==> config.mk <==
export PLATFORM = sky130hd
export DESIGN_NAME = pong_engine_flat
export DESIGN_NICKNAME = d
export VERILOG_FILES = /design/src/rtl/pong_engine_if.sv /design/src/rtl/pong_engine.sv /design/src/flat_wrapper.sv
export SDC_FILE = /design/constraint.sdc
export NUM_CORES = 1
export LEC_CHECK = 0
export CAP_MARGIN = 20
export CORE_MARGIN = 8
export CORE_UTILIZATION = 44
export DETAILED_ROUTE_END_ITERATION = 12
export GPL_ROUTABILITY_DRIVEN = 0
export PLACE_DENSITY = 0.64
export SYNTH_ARGS = -nofsm -noshare
export SYNTH_HDL_FRONTEND = slang
export SYNTH_SLANG_ARGS = --single-unit
==> constraint.sdc <==
create_clock -name clk -period 4.3 [get_ports clk]
set_input_delay 1.29 -clock clk [delete_from_list [all_inputs] [get_ports clk]]
set_output_delay 1.29 -clock clk [all_outputs]
set_load 0.005 [all_outputs]
==> src/rtl/pong_engine_if.sv <==
// pong_engine_if: control inputs and display/score outputs of the Pong game core.
interface pong_engine_if #(
  parameter int POS_W   = 11,
  parameter int SCORE_W = 4
);
  logic               tick, start, mode_l, mode_r, up_l, down_l, up_r, down_r;
  logic [POS_W-1:0]   ball_x, ball_y, padl_y, padr_y, speed;
  logic [SCORE_W-1:0] score_l, score_r;
  logic [1:0]         state;
  logic               point, game_over, winner;
  modport master (
    output tick, start, mode_l, mode_r, up_l, down_l, up_r, down_r,
    input  ball_x, ball_y, padl_y, padr_y, speed, score_l, score_r, state, point, game_over, winner
  );
  modport slave (
    input  tick, start, mode_l, mode_r, up_l, down_l, up_r, down_r,
    output ball_x, ball_y, padl_y, padr_y, speed, score_l, score_r, state, point, game_over, winner
  );
endinterface

==> src/rtl/pong_engine.sv <==
// pong_engine: Pong game FSM, ball physics, paddles, scoring and win detection.
// Define PONG_SPEEDUP_EN to raise the ball speed every SPEEDUP paddle hits.
module pong_engine #(
  parameter int H_RES      = 1280,
  parameter int V_RES      = 800,
  parameter int POS_W      = 11,
  parameter int BALL_SIZE  = 20,
  parameter int BALL_SPEED = 10,
  parameter int SPEED_MAX  = 20,
  parameter int SPEEDUP    = 5,
  parameter int PAD_HEIGHT = 100,
  parameter int PAD_WIDTH  = 10,
  parameter int PAD_OFFS   = 35,
  parameter int PAD_SPY    = 15,
  parameter int WIN        = 4,
  parameter int SCORE_W    = 4
) (
  input logic          clk,
  input logic          rst,
  pong_engine_if.slave bus
);
  localparam int W = POS_W + 1;
  typedef enum logic [1:0] {IDLE, SERVE, PLAY, OVER} state_t;
  // All geometry is kept one bit wider than the buses so no sum or difference wraps
  localparam logic [W-1:0] BXC  = W'((H_RES - BALL_SIZE) / 2);
  localparam logic [W-1:0] BYC  = W'((V_RES - BALL_SIZE) / 2);
  localparam logic [W-1:0] PADC = W'((V_RES - PAD_HEIGHT) / 2);
  localparam logic [W-1:0] PMAX = W'(V_RES - PAD_HEIGHT);
  localparam logic [W-1:0] XL   = W'(PAD_OFFS + PAD_WIDTH);
  localparam logic [W-1:0] XR   = W'(H_RES - PAD_OFFS - BALL_SIZE);
  localparam logic [W-1:0] XSR  = W'(H_RES - PAD_OFFS - PAD_WIDTH - BALL_SIZE);
  localparam logic [W-1:0] BS   = W'(BALL_SIZE);
  localparam logic [W-1:0] HR   = W'(H_RES);
  localparam logic [W-1:0] VR   = W'(V_RES);
  localparam logic [W-1:0] PH   = W'(PAD_HEIGHT);
  localparam logic [W-1:0] PH2  = W'(PAD_HEIGHT / 2);
  localparam logic [W-1:0] SPY  = W'(PAD_SPY);
  localparam logic [W-1:0] SPD0 = W'(BALL_SPEED);
  localparam logic [SCORE_W-1:0] WINS = SCORE_W'(WIN);
  state_t             r_state;
  logic [POS_W-1:0]   r_bx, r_by, r_pl, r_pr, r_speed;
  logic [SCORE_W-1:0] r_sl, r_sr;
  logic               r_dx, r_dy, r_side, r_point, r_over, r_win;
`ifdef PONG_SPEEDUP_EN
  localparam int HW = $clog2(SPEEDUP + 1);
  localparam logic [HW-1:0]    HLAST = HW'(SPEEDUP - 1);
  localparam logic [POS_W-1:0] SMAX  = POS_W'(SPEED_MAX);
  logic [HW-1:0] r_hits;
`endif
  logic [W-1:0]       w_bx, w_by, w_s, w_pl, w_pr, w_nx, w_ny;
  logic               w_hit_r, w_hit_l, w_hit, w_miss, w_top, w_bot, w_ndy, w_won;
  logic [SCORE_W-1:0] w_sl, w_sr;
  function automatic logic [POS_W-1:0] pad_next(input logic [W-1:0] p, by, input logic ai, up, dn);
    logic         go_dn, go_up;
    logic [W-1:0] nx;
    go_dn = ai ? (p + PH2 < by) : (dn && !up);
    go_up = ai ? (p + PH2 > by + BS) : (up && !dn);
    nx = go_dn ? ((p + SPY > PMAX) ? PMAX : p + SPY) : (go_up ? ((p < SPY) ? '0 : p - SPY) : p);
    return nx[POS_W-1:0];
  endfunction
  assign w_bx    = {1'b0, r_bx};
  assign w_by    = {1'b0, r_by};
  assign w_s     = {1'b0, r_speed};
  assign w_pl    = {1'b0, r_pl};
  assign w_pr    = {1'b0, r_pr};
  assign w_hit_r = (w_bx + BS <= XR) && (w_bx + BS + w_s >= XR) && (w_pr <= w_by + BS) && (w_pr + PH >= w_by);
  assign w_hit_l = (w_bx >= XL) && (w_bx <= XL + w_s) && (w_pl <= w_by + BS) && (w_pl + PH >= w_by);
  assign w_hit   = r_dx ? w_hit_l : w_hit_r;
  assign w_miss  = !w_hit && (r_dx ? (w_bx < w_s) : (w_bx + BS + w_s >= HR));
  assign w_nx    = w_hit ? (r_dx ? XL : XR - BS) : (r_dx ? w_bx - w_s : w_bx + w_s);
  assign w_top   = w_by < w_s;
  assign w_bot   = w_by + BS + w_s >= VR;
  assign w_ny    = r_dy ? (w_top ? '0 : w_by - w_s) : (w_bot ? VR - BS : w_by + w_s);
  assign w_ndy   = r_dy ? !w_top : w_bot;
  assign w_sl    = r_sl + 1'b1;
  assign w_sr    = r_sr + 1'b1;
  assign w_won   = r_dx ? (w_sr == WINS) : (w_sl == WINS);
  always_ff @(posedge clk or posedge rst) begin
    if (rst) begin
      r_state <= IDLE;
      r_bx    <= BXC[POS_W-1:0];
      r_by    <= BYC[POS_W-1:0];
      r_pl    <= PADC[POS_W-1:0];
      r_pr    <= PADC[POS_W-1:0];
      r_speed <= SPD0[POS_W-1:0];
      r_sl    <= '0;
      r_sr    <= '0;
      r_dx    <= 1'b0;
      r_dy    <= 1'b0;
      r_side  <= 1'b0;
      r_point <= 1'b0;
      r_over  <= 1'b0;
      r_win   <= 1'b0;
`ifdef PONG_SPEEDUP_EN
      r_hits  <= '0;
`endif
    end else begin
      r_point <= 1'b0;
      case (r_state)
        IDLE, OVER: if (bus.start) begin
          r_state <= SERVE;
          r_sl    <= '0;
          r_sr    <= '0;
          r_over  <= 1'b0;
        end
        SERVE: if (bus.tick) begin
          r_state <= PLAY;
          r_pl    <= PADC[POS_W-1:0];
          r_pr    <= PADC[POS_W-1:0];
          r_by    <= BYC[POS_W-1:0];
          r_bx    <= r_side ? XSR[POS_W-1:0] : XL[POS_W-1:0];
          r_dx    <= r_side;
          r_dy    <= 1'b0;
          r_speed <= SPD0[POS_W-1:0];
`ifdef PONG_SPEEDUP_EN
          r_hits  <= '0;
`endif
        end
        PLAY: if (bus.tick) begin
          r_pl <= pad_next(w_pl, w_by, bus.mode_l, bus.up_l, bus.down_l);
          r_pr <= pad_next(w_pr, w_by, bus.mode_r, bus.up_r, bus.down_r);
          // A miss freezes the ball; the side that missed serves next
          if (w_miss) begin
            r_point <= 1'b1;
            r_side  <= !r_dx;
            r_state <= w_won ? OVER : SERVE;
            r_over  <= w_won;
            if (w_won) r_win <= r_dx;
            if (r_dx) r_sr <= w_sr;
            else r_sl <= w_sl;
          end else begin
            r_bx <= w_nx[POS_W-1:0];
            r_by <= w_ny[POS_W-1:0];
            r_dx <= r_dx ^ w_hit;
            r_dy <= w_ndy;
`ifdef PONG_SPEEDUP_EN
            if (w_hit) begin
              r_hits <= (r_hits == HLAST) ? '0 : r_hits + 1'b1;
              if (r_hits == HLAST && r_speed < SMAX) r_speed <= r_speed + 1'b1;
            end
`endif
          end
        end
      endcase
    end
  end
  assign bus.ball_x    = r_bx;
  assign bus.ball_y    = r_by;
  assign bus.padl_y    = r_pl;
  assign bus.padr_y    = r_pr;
  assign bus.speed     = r_speed;
  assign bus.score_l   = r_sl;
  assign bus.score_r   = r_sr;
  assign bus.state     = r_state;
  assign bus.point     = r_point;
  assign bus.game_over = r_over;
  assign bus.winner    = r_win;
endmodule

==> src/flat_wrapper.sv <==
// flat-port wrapper written by rule: the top's interface ports become plain ports
module pong_engine_flat 
#(
  parameter int H_RES      = 1280,
  parameter int V_RES      = 800,
  parameter int POS_W      = 11,
  parameter int BALL_SIZE  = 20,
  parameter int BALL_SPEED = 10,
  parameter int SPEED_MAX  = 20,
  parameter int SPEEDUP    = 5,
  parameter int PAD_HEIGHT = 100,
  parameter int PAD_WIDTH  = 10,
  parameter int PAD_OFFS   = 35,
  parameter int PAD_SPY    = 15,
  parameter int WIN        = 4,
  parameter int SCORE_W    = 4
)
  (clk, rst, bus_tick, bus_start, bus_mode_l, bus_mode_r, bus_up_l, bus_down_l, bus_up_r, bus_down_r, bus_ball_x, bus_ball_y, bus_padl_y, bus_padr_y, bus_speed, bus_score_l, bus_score_r, bus_state, bus_point, bus_game_over, bus_winner);
  pong_engine_if #(.POS_W(POS_W), .SCORE_W(SCORE_W)) bus_i ();
  input logic clk;
  input logic rst;
  input wire logic [$bits(bus_i.tick)-1:0] bus_tick;
  input wire logic [$bits(bus_i.start)-1:0] bus_start;
  input wire logic [$bits(bus_i.mode_l)-1:0] bus_mode_l;
  input wire logic [$bits(bus_i.mode_r)-1:0] bus_mode_r;
  input wire logic [$bits(bus_i.up_l)-1:0] bus_up_l;
  input wire logic [$bits(bus_i.down_l)-1:0] bus_down_l;
  input wire logic [$bits(bus_i.up_r)-1:0] bus_up_r;
  input wire logic [$bits(bus_i.down_r)-1:0] bus_down_r;
  output wire logic [$bits(bus_i.ball_x)-1:0] bus_ball_x;
  output wire logic [$bits(bus_i.ball_y)-1:0] bus_ball_y;
  output wire logic [$bits(bus_i.padl_y)-1:0] bus_padl_y;
  output wire logic [$bits(bus_i.padr_y)-1:0] bus_padr_y;
  output wire logic [$bits(bus_i.speed)-1:0] bus_speed;
  output wire logic [$bits(bus_i.score_l)-1:0] bus_score_l;
  output wire logic [$bits(bus_i.score_r)-1:0] bus_score_r;
  output wire logic [$bits(bus_i.state)-1:0] bus_state;
  output wire logic [$bits(bus_i.point)-1:0] bus_point;
  output wire logic [$bits(bus_i.game_over)-1:0] bus_game_over;
  output wire logic [$bits(bus_i.winner)-1:0] bus_winner;
  assign bus_i.tick = bus_tick;
  assign bus_i.start = bus_start;
  assign bus_i.mode_l = bus_mode_l;
  assign bus_i.mode_r = bus_mode_r;
  assign bus_i.up_l = bus_up_l;
  assign bus_i.down_l = bus_down_l;
  assign bus_i.up_r = bus_up_r;
  assign bus_i.down_r = bus_down_r;
  assign bus_ball_x = bus_i.ball_x;
  assign bus_ball_y = bus_i.ball_y;
  assign bus_padl_y = bus_i.padl_y;
  assign bus_padr_y = bus_i.padr_y;
  assign bus_speed = bus_i.speed;
  assign bus_score_l = bus_i.score_l;
  assign bus_score_r = bus_i.score_r;
  assign bus_state = bus_i.state;
  assign bus_point = bus_i.point;
  assign bus_game_over = bus_i.game_over;
  assign bus_winner = bus_i.winner;
  pong_engine #(.H_RES(H_RES), .V_RES(V_RES), .POS_W(POS_W), .BALL_SIZE(BALL_SIZE), .BALL_SPEED(BALL_SPEED), .SPEED_MAX(SPEED_MAX), .SPEEDUP(SPEEDUP), .PAD_HEIGHT(PAD_HEIGHT), .PAD_WIDTH(PAD_WIDTH), .PAD_OFFS(PAD_OFFS), .PAD_SPY(PAD_SPY), .WIN(WIN), .SCORE_W(SCORE_W)) u_core (.clk(clk), .rst(rst), .bus(bus_i));
endmodule
==> results of run 1 <==
[final cells by class]
class                      count  share of cell area [%]
clock buffer                  12                    2.58
multi-input combinational    867                    67.0
inverter                      50                    1.96
timing repair buffer          97                    9.44
clock inverter                 4                   0.275
tap                          234                    3.06
sequential                    59                    15.7
[cell usage in the layout, fill, tap and decap left out, types with 10 or more instances in the layout]
cell type and count:
sky130_fd_sc_hd__nand4_1 17, sky130_fd_sc_hd__a21o_1 25, sky130_fd_sc_hd__conb_1 12, sky130_fd_sc_hd__nand3_1 33, sky130_fd_sc_hd__dfrtp_1 37, sky130_fd_sc_hd__o21ai_0 45, sky130_fd_sc_hd__a21oi_1 59, sky130_fd_sc_hd__o21a_1 16
sky130_fd_sc_hd__ha_1 114, sky130_fd_sc_hd__clkdlybuf4s50_1 65, sky130_fd_sc_hd__or3_1 10, sky130_fd_sc_hd__xnor2_1 43, sky130_fd_sc_hd__a31oi_1 14, sky130_fd_sc_hd__dfstp_2 22, sky130_fd_sc_hd__buf_4 31, sky130_fd_sc_hd__xor2_1 21
sky130_fd_sc_hd__nor2b_1 14, sky130_fd_sc_hd__nor3_1 24, sky130_fd_sc_hd__nand2b_1 20, sky130_fd_sc_hd__o211ai_1 18, sky130_fd_sc_hd__nand2_1 60, sky130_fd_sc_hd__inv_1 43, sky130_fd_sc_hd__and3_1 13, sky130_fd_sc_hd__nor4_1 11
sky130_fd_sc_hd__and2_1 15, sky130_fd_sc_hd__nor2_1 68, sky130_fd_sc_hd__a211oi_1 13
[worst paths after layout]
kind / start / endpoint / slack (ns) / depth (start not counted)
hold reg to reg: u_core.bus.winner / u_core.bus.winner / 0.49 / 1
setup reg to reg: u_core.bus.ball_y[7] / u_core.bus.ball_y[5] / 0.37 / 14
min in group asynchronous: rst / u_core.bus.padl_y[7] / 1.37 / 2
hold / removal: u_core.bus.winner / u_core.bus.winner / 0.49 / 1
setup / recovery: u_core.bus.ball_y[7] / u_core.bus.ball_y[5] / 0.37 / 14
max in group asynchronous: rst / u_core.bus.ball_y[1] / 2.24 / 3
[power breakdown]
part / leakage [nW] / internal (mW) / switching [mW]
Combinational: 3.23 / 2.12 / 2.78
Sequential: 0.729 / 0.739 / 0.415
Clock: 0.133 / 0.405 / 0.268
[synthesized netlist by cell type, drive strengths merged (5+ instances only)]
| library cell | count |
|---|---|
| a221oi | 9 |
| nand4 | 18 |
| mux2 | 5 |
| buf | 36 |
| a21oi | 62 |
| clkinv | 5 |
| o22ai | 8 |
| o21ai | 49 |
| o21a | 16 |
| a22oi | 8 |
| nor3 | 26 |
| nand2 | 61 |
| o211ai | 19 |
| a31oi | 15 |
| a22o | 7 |
| a21o | 25 |
| inv | 45 |
| or2 | 7 |
| nor2 | 69 |
| nand2b | 20 |
| o221a | 5 |
| o2111ai | 8 |
| nor4 | 11 |
| nor3b | 7 |
| clkbuf | 27 |
| nand3 | 33 |
| dfrtp | 37 |
| a211oi | 15 |
| nand3b | 10 |
| and2 | 15 |
| o32ai | 5 |
| dfstp | 22 |
| ha | 114 |
| o32a | 6 |
| xor2 | 22 |
| or3 | 10 |
| o221ai | 9 |
| nor2b | 14 |
| and3 | 13 |
| xnor2 | 44 |
| mux2i | 7 |
[per-layer routing]
metal	global-route usage [%]	share of wire [%]	vias to the layer above	routed length, um
met5	0	0	-	0
met4	10.1	3.6	0	943
met3	3.26	5.8	53	1540
met2	36.8	47	285	12500
met1	28.0	44	3930	11600
li1	-	-	3991	-
[flip-flops by register name, indices dropped and copies added, names as in the netlist]
name and count:
u_core.bus.score_l 4, u_core.bus.game_over 1, u_core.r_dy 1, u_core.bus.padr_y 11, u_core.bus.point 1, u_core.bus.ball_x 11
u_core.bus.state 2, u_core.bus.winner 1, u_core.bus.padl_y 11, u_core.bus.ball_y 10, u_core.r_dx 1, u_core.bus.score_r 4
u_core.r_side 1
[worst register-to-register path: cells and delay by family, from the launching register on]
kind,cells,cell delay [ns]
compound gates,8,1.97
flops,1,0.62
buf+inv,2,0.38
simple gates,2,0.37
fa+ha+maj,1,0.32
xor+xnor,1,0.16
[kinds of logic after synthesis]
logic type               after synthesis  synth area share, %
flip-flops                            59                 17.9
multiplexers                          12                 1.50
XOR/XNOR                              66                 7.05
other                                  2               0.0893
AND/OR/NAND/NOR                      335                 21.4
adder cells (fa/ha/maj)              114                 17.0
AO/OA/AOI/OAI                        328                 28.7
buffers and inverters                113                 6.41
[per-stage QoR]
step / power [mW] / setup WS [ns] / utilization, % / instances
floorplan: 4.55 / 0.655 / - / 1039
global placement: 5.95 / 0.497 / 49.5 / 1307
detailed placement: 5.98 / 0.442 / 49.5 / 1307
CTS: 6.70 / 0.408 / 51.0 / 1323
global route: 7.37 / 0.143 / 51.0 / 1323
finish: 6.73 / 0.366 / 51.0 / 1323
==> flow_summary.json, run 1 <==
{
  "clkSlewWorstSetupHoldPaths_ns": 0.06,
  "synth_top_area_cell": "sky130_fd_sc_hd__ha_1",
  "avgRoutedWirePerCell_um": 20.1,
  "min_period_over_period_pct": 91.5,
  "multiInputGateArea_um2": 6410,
  "ioPinCount": 78,
  "die-width_um": 154,
  "ff_latch_area_um2": 1500,
  "synthesis.instances": 1029,
  "tritoncts": "done",
  "power.leakage_nw": 4.09,
  "filler_cell_count": 1831,
  "drive_gt1_share_pct": 10.7,
  "power_density_nw_per_um2": 704,
  "timing.critical_path.cells": "nand4_2 -> nor2_1 -> xnor2_1 -> inv_1 -> ha_1 -> a21o_1 -> a211oi_1 -> o21ai_0 -> o21ai_0 -> o2111a_1 -> o21a_1 -> buf_4 -> o211ai_1 -> o32ai_1",
  "grt_max_degree": 31,
  "synth-edff-count": 0,
  "fraction_of_registers_with_async_set_reset_pct": 100,
  "synth.cell_area_um2": 8410,
  "gr-total-overflow": 0,
  "initial_utilization_pct": 44.8,
  "transition_time_at_the_pin_with_the_least_slew_margin_ns": 0.905,
  "die_height_um": 154,
  "routed_vias": 8259,
  "library_cell_appearing_most_often_on_the_critical_path": "sky130_fd_sc_hd__o21ai_0",
  "design.core.area_um2": 18800,
  "drv_cap": 0,
  "ir_drop_mv": 0.293,
  "worst_path_dominant_cell_family": "compound AO/OA/AOI/OAI gates",
  "finalWirelength_um": 26500,
  "final.hold.worst_slack_ns": 0.494,
  "nNetsFinal": 1208,
  "synth_area_per_cell_um2": 8.18,
  "globalRouteTotalUtil_pct": 22.2,
  "report.final.setup_viol": 0,
  "fp-row-count": 50,
  "crit_path_start_kind": "flop",
  "placement.io_buffers": 65,
  "critPathRequiredTime_ns": 4.53,
  "total_clock_buffers_created_by_cts": 9,
  "crit_buf_inv": 2,
  "critPathSlowestCell": "sky130_fd_sc_hd__dfstp_2",
  "postLayoutCellArea_um2": 9570,
  "floorplan_die_area_um2": 23800,
  "max-clock-path-buffers": 2,
  "maxSlewHeadroom_pct": 38.1,
  "synth_area_leaders": "sky130_fd_sc_hd__ha_1 (17%), sky130_fd_sc_hd__dfrtp_1 (11%), sky130_fd_sc_hd__dfstp_2 (6.9%), sky130_fd_sc_hd__xnor2_1 (4.5%), sky130_fd_sc_hd__a21oi_1 (3.5%)",
  "cts_hold_repair.buffers": 0,
  "ctsResizeCount": 0,
  "clockRootBuffer": "sky130_fd_sc_hd__clkbuf_16",
  "data_arrival_time_at_the_worst_slack_endpoint_ns": 4.17,
  "detail_route.vias_per_cell": 6.24,
  "first_global_vias": 8032,
  "fin_crit_ns": 3.93,
  "dominant_synthesized_flop_cell": "sky130_fd_sc_hd__dfrtp_1",
  "finalHoldViolations": 0,
  "yosysWarnings": 0,
  "diodes": 0,
  "clk_latency_ns": 0.34,
  "synth.lib_cells_used.distinct": 99,
  "detailedRoute.firstPassIterationCount": 8,
  "detail_route.drc_violations": 0,
  "timing.final.max_slew_violations": 0,
  "cts_setup_buffers": 0,
  "synth_top_area_share_pct": 17.0,
  "setup.worst_path.class": "reg2reg",
  "grt_antenna_before_repair": 0,
  "setup-tns-final_ns": 0,
  "maxClockFrequency_mhz": 254,
  "first_iter_violations": 705,
  "crit_path_max_fanout": 10,
  "grt_setup_unrepaired": "false",
  "fin_skew_ns": 0.00985,
  "crit_path_max_incr_delay_ns": 0.62,
  "outcome": "completed",
  "place.detailed.hpwl_um": 20000,
  "detail-route-antenna-nets": 0,
  "place_area_um2": 9300,
  "grt_pass1_wl_um": 43100,
  "path_type_of_the_worst_min_delay_path": "reg2reg",
  "cts-htree-levels": 3,
  "ys_seq_area_share_pct": 17.9,
  "clock-sinks": 59,
  "synth-seq-cells": 59,
  "setup.worst_path.end_class": "flop",
  "flow.area_growth_from_synthesis_pct": 13.7
}
Power figures use the tool's default switching activity.
==> run 2, diff against run 1 <==
- HOLD_SLACK_MARGIN: default -> 0.03
==> results of run 2 <==
No change in the layout: final DEF, timing and power equal those of run 1.
